--- src/rtl/icache_direct_pkg.sv ---
// Shared constants and state encoding for the direct-mapped instruction cache.
package icache_direct_pkg;

    localparam int ICACHE_INDEX_BITS       = 4;
    localparam int ICACHE_OFFSET_WORD_BITS = 2;
    localparam int ICACHE_TAG_BITS         = 32 - ICACHE_INDEX_BITS - ICACHE_OFFSET_WORD_BITS - 2;
    localparam int RVC_HALF_BITS           = 16;

    typedef enum logic {
        ST_IDLE   = 1'b0,
        ST_REFILL = 1'b1
    } icache_state_e;

endpackage

--- src/rtl/icache_direct_if.sv ---
// Fetch-side and arbiter-side signals of the instruction cache, bundled together.
interface icache_direct_if;

    logic        fetch_ready_in;
    logic [31:0] pc_in;
    logic        inst_ready_out;
    logic [31:0] inst_out;
    logic        mem_valid;
    logic [31:0] mem_addr;
    logic        mem_done;
    logic [31:0] mem_data;

    modport master (
        output fetch_ready_in, pc_in, mem_done, mem_data,
        input  inst_ready_out, inst_out, mem_valid, mem_addr
    );

    modport slave (
        input  fetch_ready_in, pc_in, mem_done, mem_data,
        output inst_ready_out, inst_out, mem_valid, mem_addr
    );

endinterface

--- src/rtl/icache_direct_lookup.sv ---
// Combinational tag compare and 32-bit window assembly across the line holding pc
// and the line holding pc+4.
module icache_direct_lookup
    import icache_direct_pkg::*;
#(
    parameter int INDEX_BITS       = ICACHE_INDEX_BITS,
    parameter int OFFSET_WORD_BITS = ICACHE_OFFSET_WORD_BITS,
    localparam int TAG_BITS        = 32 - INDEX_BITS - OFFSET_WORD_BITS - 2,
    localparam int WORDS           = 1 << OFFSET_WORD_BITS
) (
    input  logic [TAG_BITS-1:0]         pc_tag,
    input  logic [TAG_BITS-1:0]         pc_hi_tag,
    input  logic [OFFSET_WORD_BITS-1:0] offset,
    input  logic                        half_sel,
    input  logic                        valid_lo,
    input  logic [TAG_BITS-1:0]         tag_lo,
    input  logic [WORDS-1:0][31:0]      line_lo,
    input  logic                        valid_hi,
    input  logic [TAG_BITS-1:0]         tag_hi,
    input  logic [WORDS-1:0][31:0]      line_hi,
    output logic                        hit_lo,
    output logic                        hit_hi,
    output logic                        need_hi,
    output logic [31:0]                 window
);

    logic [OFFSET_WORD_BITS-1:0] offset_next;
    logic [31:0]                 word_a;
    logic [31:0]                 word_b;

    assign offset_next = offset + OFFSET_WORD_BITS'(1);
    assign hit_lo      = valid_lo && (tag_lo == pc_tag);
    assign hit_hi      = valid_hi && (tag_hi == pc_hi_tag);
    // Only an odd-halfword PC in the last word of a line reaches into the next line.
    assign need_hi     = half_sel && (offset == {OFFSET_WORD_BITS{1'b1}});

    assign word_a = line_lo[offset];
    assign word_b = need_hi ? line_hi[0] : line_lo[offset_next];
    assign window = half_sel ? {word_b[RVC_HALF_BITS-1:0], word_a[31:RVC_HALF_BITS]} : word_a;

endmodule

--- src/rtl/icache_direct.sv ---
// Direct-mapped read-only instruction cache with halfword-granular fetch windows.
// Define ICACHE_STATS_EN to add the hit_count / miss_count statistics ports.
module icache_direct
    import icache_direct_pkg::*;
#(
    parameter int INDEX_BITS       = ICACHE_INDEX_BITS,
    parameter int OFFSET_WORD_BITS = ICACHE_OFFSET_WORD_BITS
) (
    input  logic        clk,
    input  logic        rst,
    input  logic        rdy,
`ifdef ICACHE_STATS_EN
    output logic [31:0] hit_count,
    output logic [31:0] miss_count,
`endif
    icache_direct_if.slave bus
);

    localparam int LINES    = 1 << INDEX_BITS;
    localparam int WORDS    = 1 << OFFSET_WORD_BITS;
    localparam int LINE_LSB = OFFSET_WORD_BITS + 2;
    localparam int TAG_BITS = 32 - INDEX_BITS - LINE_LSB;

    logic [LINES-1:0]     valid_reg;
    logic [TAG_BITS-1:0]  tag_reg  [LINES];
    logic [WORDS-1:0][31:0] data_reg [LINES];

    icache_state_e               state_reg, state_next;
    logic [OFFSET_WORD_BITS-1:0] count_reg, count_next;
    logic [31-LINE_LSB:0]        line_reg, line_next;

    logic [31:0]           pc_hi;
    logic [INDEX_BITS-1:0] index_lo, index_hi, refill_index;
    logic                  hit_lo, hit_hi, need_hi, ready;
    logic [31:0]           window;
    logic                  start_refill, word_we, last_word;
    logic                  unused_bits;

    assign pc_hi        = {bus.pc_in[31:2] + 30'd1, 2'b00};
    assign index_lo     = bus.pc_in[LINE_LSB +: INDEX_BITS];
    assign index_hi     = pc_hi[LINE_LSB +: INDEX_BITS];
    assign refill_index = line_reg[INDEX_BITS-1:0];
    assign unused_bits  = ^{bus.pc_in[0], pc_hi[LINE_LSB-1:0]};

    icache_direct_lookup #(
        .INDEX_BITS       (INDEX_BITS),
        .OFFSET_WORD_BITS (OFFSET_WORD_BITS)
    ) u_lookup (
        .pc_tag    (bus.pc_in[31 -: TAG_BITS]),
        .pc_hi_tag (pc_hi[31 -: TAG_BITS]),
        .offset    (bus.pc_in[2 +: OFFSET_WORD_BITS]),
        .half_sel  (bus.pc_in[1]),
        .valid_lo  (valid_reg[index_lo]),
        .tag_lo    (tag_reg[index_lo]),
        .line_lo   (data_reg[index_lo]),
        .valid_hi  (valid_reg[index_hi]),
        .tag_hi    (tag_reg[index_hi]),
        .line_hi   (data_reg[index_hi]),
        .hit_lo    (hit_lo),
        .hit_hi    (hit_hi),
        .need_hi   (need_hi),
        .window    (window)
    );

    always_ff @(posedge clk) begin
        if (rst) begin
            state_reg <= ST_IDLE;
            count_reg <= '0;
            line_reg  <= '0;
        end else begin
            state_reg <= state_next;
            count_reg <= count_next;
            line_reg  <= line_next;
        end
    end

    always_comb begin
        state_next    = state_reg;
        count_next    = count_reg;
        line_next     = line_reg;
        start_refill  = 1'b0;
        word_we       = 1'b0;
        last_word     = 1'b0;
        ready         = 1'b0;
        bus.mem_valid = 1'b0;
        bus.mem_addr  = '0;
        case (state_reg)
            ST_IDLE: begin
                ready = hit_lo && (!need_hi || hit_hi);
                if (rdy && bus.fetch_ready_in && !ready) begin
                    start_refill = 1'b1;
                    state_next   = ST_REFILL;
                    count_next   = '0;
                    // The lower line is fetched first when both halves of a window miss.
                    line_next    = hit_lo ? pc_hi[31:LINE_LSB] : bus.pc_in[31:LINE_LSB];
                end
            end
            ST_REFILL: begin
                bus.mem_valid = 1'b1;
                bus.mem_addr  = {line_reg, count_reg, 2'b00};
                if (rdy && bus.mem_done) begin
                    word_we    = 1'b1;
                    last_word  = &count_reg;
                    count_next = count_reg + OFFSET_WORD_BITS'(1);
                    if (last_word) begin
                        state_next = ST_IDLE;
                    end
                end
            end
            default: state_next = ST_IDLE;
        endcase
    end

    assign bus.inst_ready_out = ready;
    assign bus.inst_out       = ready ? window : '0;

    always_ff @(posedge clk) begin
        if (rst) begin
            valid_reg <= '0;
        end else if (start_refill) begin
            valid_reg[line_next[INDEX_BITS-1:0]] <= 1'b0;
        end else if (word_we && last_word) begin
            valid_reg[refill_index] <= 1'b1;
        end
    end

    // Tags and data are not reset; valid_reg alone qualifies them.
    always_ff @(posedge clk) begin
        if (!rst && word_we) begin
            data_reg[refill_index][count_reg] <= bus.mem_data;
            if (last_word) begin
                tag_reg[refill_index] <= line_reg[31-LINE_LSB -: TAG_BITS];
            end
        end
    end

`ifdef ICACHE_STATS_EN
    always_ff @(posedge clk) begin
        if (rst) begin
            hit_count  <= '0;
            miss_count <= '0;
        end else begin
            if (rdy && bus.fetch_ready_in && ready) begin
                hit_count <= hit_count + 32'd1;
            end
            if (start_refill) begin
                miss_count <= miss_count + 32'd1;
            end
        end
    end
`else
    // Statistics are compiled out in this build; the cache adds no counter state.
`endif

endmodule
--- src/flat_wrapper.sv ---
// flat-port wrapper written by rule: the top's interface ports become plain ports
module icache_direct_flat import icache_direct_pkg::*;
#(
    parameter int INDEX_BITS       = ICACHE_INDEX_BITS,
    parameter int OFFSET_WORD_BITS = ICACHE_OFFSET_WORD_BITS
)
  (clk, rst, rdy, bus_fetch_ready_in, bus_pc_in, bus_mem_done, bus_mem_data, bus_inst_ready_out, bus_inst_out, bus_mem_valid, bus_mem_addr);
  icache_direct_if bus_i ();
  input  logic clk;
  input  logic rst;
  input  logic rdy;
  input wire logic [$bits(bus_i.fetch_ready_in)-1:0] bus_fetch_ready_in;
  input wire logic [$bits(bus_i.pc_in)-1:0] bus_pc_in;
  input wire logic [$bits(bus_i.mem_done)-1:0] bus_mem_done;
  input wire logic [$bits(bus_i.mem_data)-1:0] bus_mem_data;
  output wire logic [$bits(bus_i.inst_ready_out)-1:0] bus_inst_ready_out;
  output wire logic [$bits(bus_i.inst_out)-1:0] bus_inst_out;
  output wire logic [$bits(bus_i.mem_valid)-1:0] bus_mem_valid;
  output wire logic [$bits(bus_i.mem_addr)-1:0] bus_mem_addr;
  assign bus_i.fetch_ready_in = bus_fetch_ready_in;
  assign bus_i.pc_in = bus_pc_in;
  assign bus_i.mem_done = bus_mem_done;
  assign bus_i.mem_data = bus_mem_data;
  assign bus_inst_ready_out = bus_i.inst_ready_out;
  assign bus_inst_out = bus_i.inst_out;
  assign bus_mem_valid = bus_i.mem_valid;
  assign bus_mem_addr = bus_i.mem_addr;
  icache_direct #(.INDEX_BITS(INDEX_BITS), .OFFSET_WORD_BITS(OFFSET_WORD_BITS)) u_core (.clk(clk), .rst(rst), .rdy(rdy), .bus(bus_i));
endmodule
--- config.mk ---
export PLATFORM = sky130hd
export DESIGN_NAME = icache_direct_flat
export DESIGN_NICKNAME = d
export VERILOG_FILES = /design/src/rtl/icache_direct_pkg.sv /design/src/rtl/icache_direct_if.sv /design/src/rtl/icache_direct_lookup.sv /design/src/rtl/icache_direct.sv /design/src/flat_wrapper.sv
export SDC_FILE = /design/constraint.sdc
export NUM_CORES = 2
export LEC_CHECK = 0
export CORE_ASPECT_RATIO = 0.75
export CORE_MARGIN = 2
export CORE_UTILIZATION = 45
export CTS_CLUSTER_SIZE = 24
export DETAILED_ROUTE_END_ITERATION = 10
export GPL_TIMING_DRIVEN = 0
export PLACE_DENSITY_LB_ADDON = 0.2
export SLEW_MARGIN = 20
export SYNTH_ARGS = -nofsm -noshare
export SYNTH_HDL_FRONTEND = slang
export SYNTH_SLANG_ARGS = --single-unit
--- constraint.sdc ---
create_clock -name clk -period 11.96 [get_ports clk]
set_input_delay 3.588 -clock clk [delete_from_list [all_inputs] [get_ports clk]]
set_output_delay 3.588 -clock clk [all_outputs]
set_load 0.05 [all_outputs]
; ---- Word level (Yosys, flattened, before mapping)
; Memory sizes are Yosys's and may differ from the RTL's.
; Cells that the tools add are included.
[totals]
ff_bits = 47
latchBits = 0
ramBits = 2432
rom_bits = 0
input_bits = 69
out_inout_bits = 66
wordCells = 91
memories = 2
[classes]
add_sub_neg = 3
n_mul = 0
div_mod_pow = 0
n_lt_le_gt_ge = 10
eq_ne = 5
shifts = 0
muxes = 42
bitwise_logic = 4
reduce_logical = 20
[memory_table]
columns = name, words, width, rd, rd_ports_with_merged_regs, write_ports, line
row1 = u_core.data_reg, 16, 128, 2, 0, 1, icache_direct.sv:26  ; logic [WORDS-1:0][31:0] data_reg [LINES];
row2 = u_core.tag_reg, 16, 24, 2, 0, 1, icache_direct.sv:25  ; logic [TAG_BITS-1:0] tag_reg [LINES];
[ops]
columns = operator, count
row1 = 32-bit two-way mux, 5
row2 = 32-bit binary-select mux with 2-bit select, 2
row3 = 128-bit two-way mux, 1
row4 = 32-bit demux with 2-bit select, 1
row5 = 16-bit two-way mux, 4
row6 = 24-bit == test, 2
row7 = 30-bit by 1-bit adder with 30-bit output (second input constant), 1
row8 = 28-bit two-way mux, 1
row9 = 4-bit by 5-bit less-than comparator with 1-bit output (second input constant), 4
row10 = 1-bit two-way mux, 18
row11 = 16-bit bitwise AND, 1
row12 = 16-bit NOT, 1
row13 = 16-bit OR, 1
row14 = 1-bit logical AND, 12
row15 = 2-bit by 3-bit less-than comparator with 1-bit output (second input constant), 3
row16 = 1-bit binary-select mux with 4-bit select, 2
row17 = 1-bit demux with 4-bit select, 2
row18 = 4-bit by 1-bit greater-or-equal comparator with 1-bit output (second input constant), 2
row19 = 4-bit two-way mux, 2
row20 = 2-bit AND reduction, 3
row21 = 2-bit by 1-bit adder with 2-bit output (second input constant), 2
row22 = 2-bit two-way mux, 2
row23 = 2-bit one-hot mux with 2 select lines, 1
row24 = 1-bit zero test, 3
row25 = 8 further kinds, 8

; ---- Logic depth before layout (Yosys ltp)
[depth]
depth_word = 17
mapped_depth = 20
depth_no_buf = 12

; ---- By module
; A second synthesis with hierarchy kept.
[hier_totals]
hier_cells = 8347
area_unflattened_um2 = 120929.7
[by_module_without_submodules]
columns = mod, instances, cells_per_inst, area_per_inst_um2, seq_area_each_um2
row1 = icache_direct, 1, 8149, 118702.6, 73970.9
row2 = icache_direct_lookup, 1, 198, 2227.1, 0.0

; ---- Worst setup path before layout
; No wires, ideal clock.
[synth_path]
path_type = input-to-output
startpoint = input port bus_pc_in[2]
endpoint = output port bus_inst_out[10]
arrival_time_ns = 8.398
t_required_ns = 8.372
slack_ns = -0.026
cell_stages = 15
path_buffers = 5
cell_sequence = ha_1 > buf_4 > xor2_1 > buf_6 > mux4_1 > a22o_1 > a221oi_1 > xnor3_1 > nand4_1 > or4_1 > o311a_1 > buf_6 > buf_2 > buf_2 > nor4_1
[synth_via]
elab_chain_len = 8
[synth_lines]
columns = item, line
row1 = "start, declared", flat_wrapper.sv:13  ; input wire logic [$bits(bus_i.pc_in)-1:0] bus_pc_in;
row2 = 30-bit by 1-bit adder with 30-bit output, icache_direct.sv:39  ; assign pc_hi = {bus.pc_in[31:2] + 30'd1, 2'b00};
row3 = memory 16 x 24 bit or 1-bit binary-select mux with 4-bit select (tied branches), -
row4 = 24-bit == test or 1-bit two-way mux (tied branches), "icache_direct_lookup.sv:33, icache_direct.sv:56"
row5 = 1-bit logical AND, icache_direct_lookup.sv:33  ; assign hit_hi = valid_hi && (tag_hi == pc_hi_tag);
row6 = 1-bit logical OR, icache_direct.sv:89  ; ready = hit_lo && (!need_hi || hit_hi);
row7 = 1-bit logical AND, icache_direct.sv:89
row8 = 1-bit two-way mux, icache_direct.sv:87  ; case (state_reg)
row9 = 32-bit two-way mux *, icache_direct.sv:115  ; assign bus.inst_out = ready ? window : '0;
row10 = "end, declared", flat_wrapper.sv:17  ; output wire logic [$bits(bus_i.inst_out)-1:0] bus_inst_out;
; Every way passes the cells marked *; elsewhere a longest branch is shown, timed or not. The select of a mux whose other input is x is not followed.

; ---- Worst setup path in the final report
[layout_path]
startpoint = input port bus_pc_in[6]
endpoint = output port bus_inst_out[13]
; The elaborated chain is that of the path after synthesis.

==> flow_summary.yaml <==
setup_path:
  rrSetupSlack_ps: 7160
  crit_type: "input port to output pin"
  r2r-end: "u_core.valid_reg[6]"
  crit_path_max_fanout: 11
  start_kind: "input port"
  arrival_ps: 8470
  reg2reg_depth: 11
  reg2reg_from: "u_core.tag_reg[13][21]"
  cp_data_required_time_ps: 8370
  end_kind: "output pin"
floorplanning:
  die_area_sq_um: 235000
  ios: 135
  rows: 152
  die_x_um: 559
  core-area_sq_um: 229000
  start_util_pct: 45.4
  die_h_um: 420
final_layout:
  largest_reg_flops: 2048
  finalNetCount: 5442
  final_cell_mix: "edfxtp_1 (2432), mux4_2 (929), clkbuf_16 (245)"
  fillers: 17400
  drive_gt1_share_pct: 36.9
  regArea_sq_um: 74000
  multi_input_area_sq_um: 29800
  layout_commonest_cell: "edfxtp_1"
  areaGrowthSynthToFinish_pct: 18.6
synthesis:
  yosysWarnings: 0
  synthArstFlopShare_pct: 0
  synth_top_area_share_pct: 70.3
  synth_area_sq_um: 104000
  synth_cells: 4813
  synth_seq_cells: 2479
  avgSynthCellArea_sq_um: 21.6
  synth_edf_count: 2432
  synth_area_leaders: "edfxtp_1 (70%), mux4_2 (20%), mux2i_1 (0.92%)"
  yosysSeqAreaShare_pct: 71.2
  ys.flop_type: "edfxtp_1"
  synth_top_area_cell: "edfxtp_1"
  synth_cell_types: 87
timing:
  setup-violations-final: 26
  worstMarginPinSlew_ps: 1170
  hold_ws_ps: 528
  max_freq_ghz: 0.0829
  period_share_pct: 101
  fin_tns_setup_ps: -918
  skew_ps: 72.6
  hold_viol: 0
  maxSlewHeadroom_pct: 21.4
  grt_setup_unrepaired: "true"
  timing.final.ws_setup_ps: -96.1
  finalMaxSlewViolations: 0
  min_period_ps: 12060
grt:
  antenna_found_initial: 34
  track_usage_pct: 30.8
  grt_first_pass_wirelength_um: 487000
  grt_max_degree: 65
  grt.overflow.total: 0
  grt_pass1_vias: 54800
route:
  routed_wl_um: 364000
  drc: 0
  drt_iter0_drc: 10200
  drt_pass1_iterations: 6
  ant_nets: 0
  routedWlPerCell_um: 42.1
  dr_total_vias: 58100
  detail_route.vias_per_cell: 6.71
hold_path:
  hold_depth: 1
  hold_path_class: "flop to flop"
  hold_path_end: "u_core.valid_reg[3]"
  worstHoldStart: "u_core.valid_reg[3]"
placed_design:
  pre_cts_ws_ps: -3360
  dp_hpwl_um: 262000
  io_buffer_count: 115
  place_congestion: 1.03
clock_tree:
  cts_buffers: 241
  hold_buffers: 0
  clk_path_buf_depth: 4
  insertion_delay_ps: 930
  cts-root-buf: "clkbuf_16"
  clk_pin_slew_ps: 60
  cts.sinks: 2479
  cts_tree: "built"
  htree_levels: 4
job:
  maxCapViolCount: 0
status:
  violations: "setup timing"
  status: "finished, violations left"
pwr:
  power_density_nw_per_um2: 153
  ir_drop_v: 0.000117
  power_leakage_nw: 38.7
==> report_power, final <==
group	total, W	internal [W]	switching (W)
Clock	0.00768	0.00431	0.00337
Combinational	0.00163	0.000608	0.00102
Sequential	0.00958	0.00954	0.0000365
==> worst max path at each step <==
stage,start,end,slack [ps]
floorplan,bus_pc_in[2],bus_inst_out[10],-30
global placement,bus_pc_in[7],bus_inst_out[4],-3770
detailed placement,bus_pc_in[4],bus_inst_out[13],-3360
CTS,bus_pc_in[2],bus_inst_out[26],0.9
global route,bus_pc_in[4],bus_inst_out[8],-8
finish,bus_pc_in[6],bus_inst_out[13],-100
==> metrics by stage <==
step / power, W / area, sq um / utilization, % / std cells
after floorplan: 0.0105 / 104000 / - / 4814
after global placement: 0.0112 / 109000 / 47.5 / 8009
after detailed placement: 0.0112 / 113000 / 49.5 / 8177
after CTS: 0.0189 / 123000 / 53.6 / 8624
after global routing: 0.0193 / 123000 / 53.8 / 8644
final: 0.0189 / 123000 / 53.8 / 8657
==> kinds of logic after synthesis <==
logic type,after synthesis,synth area share [%]
DFF,2479,71.2
adders and majority gates,5,0.0602
xor gates and xnor gates,85,0.757
and+or+nand+nor,522,2.50
muxes,1071,21.7
AOI/OAI and AO/OA,298,2.18
other,1,0.00361
buffers and inverters,352,1.63
==> final cells by class <==
cell class / instances / area share [%]
flip-flops and latches: 2479 / 60.0
inverters: 22 / 0.0720
plain buffers: 325 / 2.12
repair buffers: 316 / 4.16
well taps: 3080 / 3.13
diodes: 14 / 0.0284
clock inverters: 149 / 1.21
multi-input cells: 1983 / 24.2
clock buffers: 289 / 5.09
==> worst max-delay path: stages <==
cell	delay, ps
clkdlybuf4s15_2	330
buf_6	270
buf_6	310
buf_4	400
buf_4	340
buf_4	340
clkbuf_4	490
buf_2	560
mux4_2	530
mux4_2	560
mux2i_1	270
nor4_4	120
buf_6	230
==> routing by layer <==
layer  share of wire [%]  track usage, %  vias up
li1                    -               -    21800
met1                  42            47.6    31800
met2                  39            39.9     3969
met3                  15            12.7      493
met4                 2.9            7.67       10
met5               0.030               0        -
==> synthesized netlist by cell type (all sizes together), types with 11 or more instances <==
master	number
edfxtp	2432
mux4	939
buf	167
clkbuf	162
nand2	133
nor2	132
mux2i	96
xnor2	67
nand3	53
dfxtp	47
a21oi	43
and2	36
mux2	36
o211a	35
a22oi	32
o21ai	31
nor4	30
a31oi	23
nor3	23
inv	22
nand4	22
nor2b	19
o211ai	19
a22o	16
xor2	16
and3	15
or3	14
a221oi	12
nand2b	11
o22ai	11
==> timing repair <==
action | in CTS | in global routing
pin swaps | 23 | 27
resized for setup | 723 | 85
endpoints found under the setup margin | 33 | 33
cloned | 1 | 0
setup buffers | 12 | 20
Note: power is estimated with default switching activity, not from simulation.
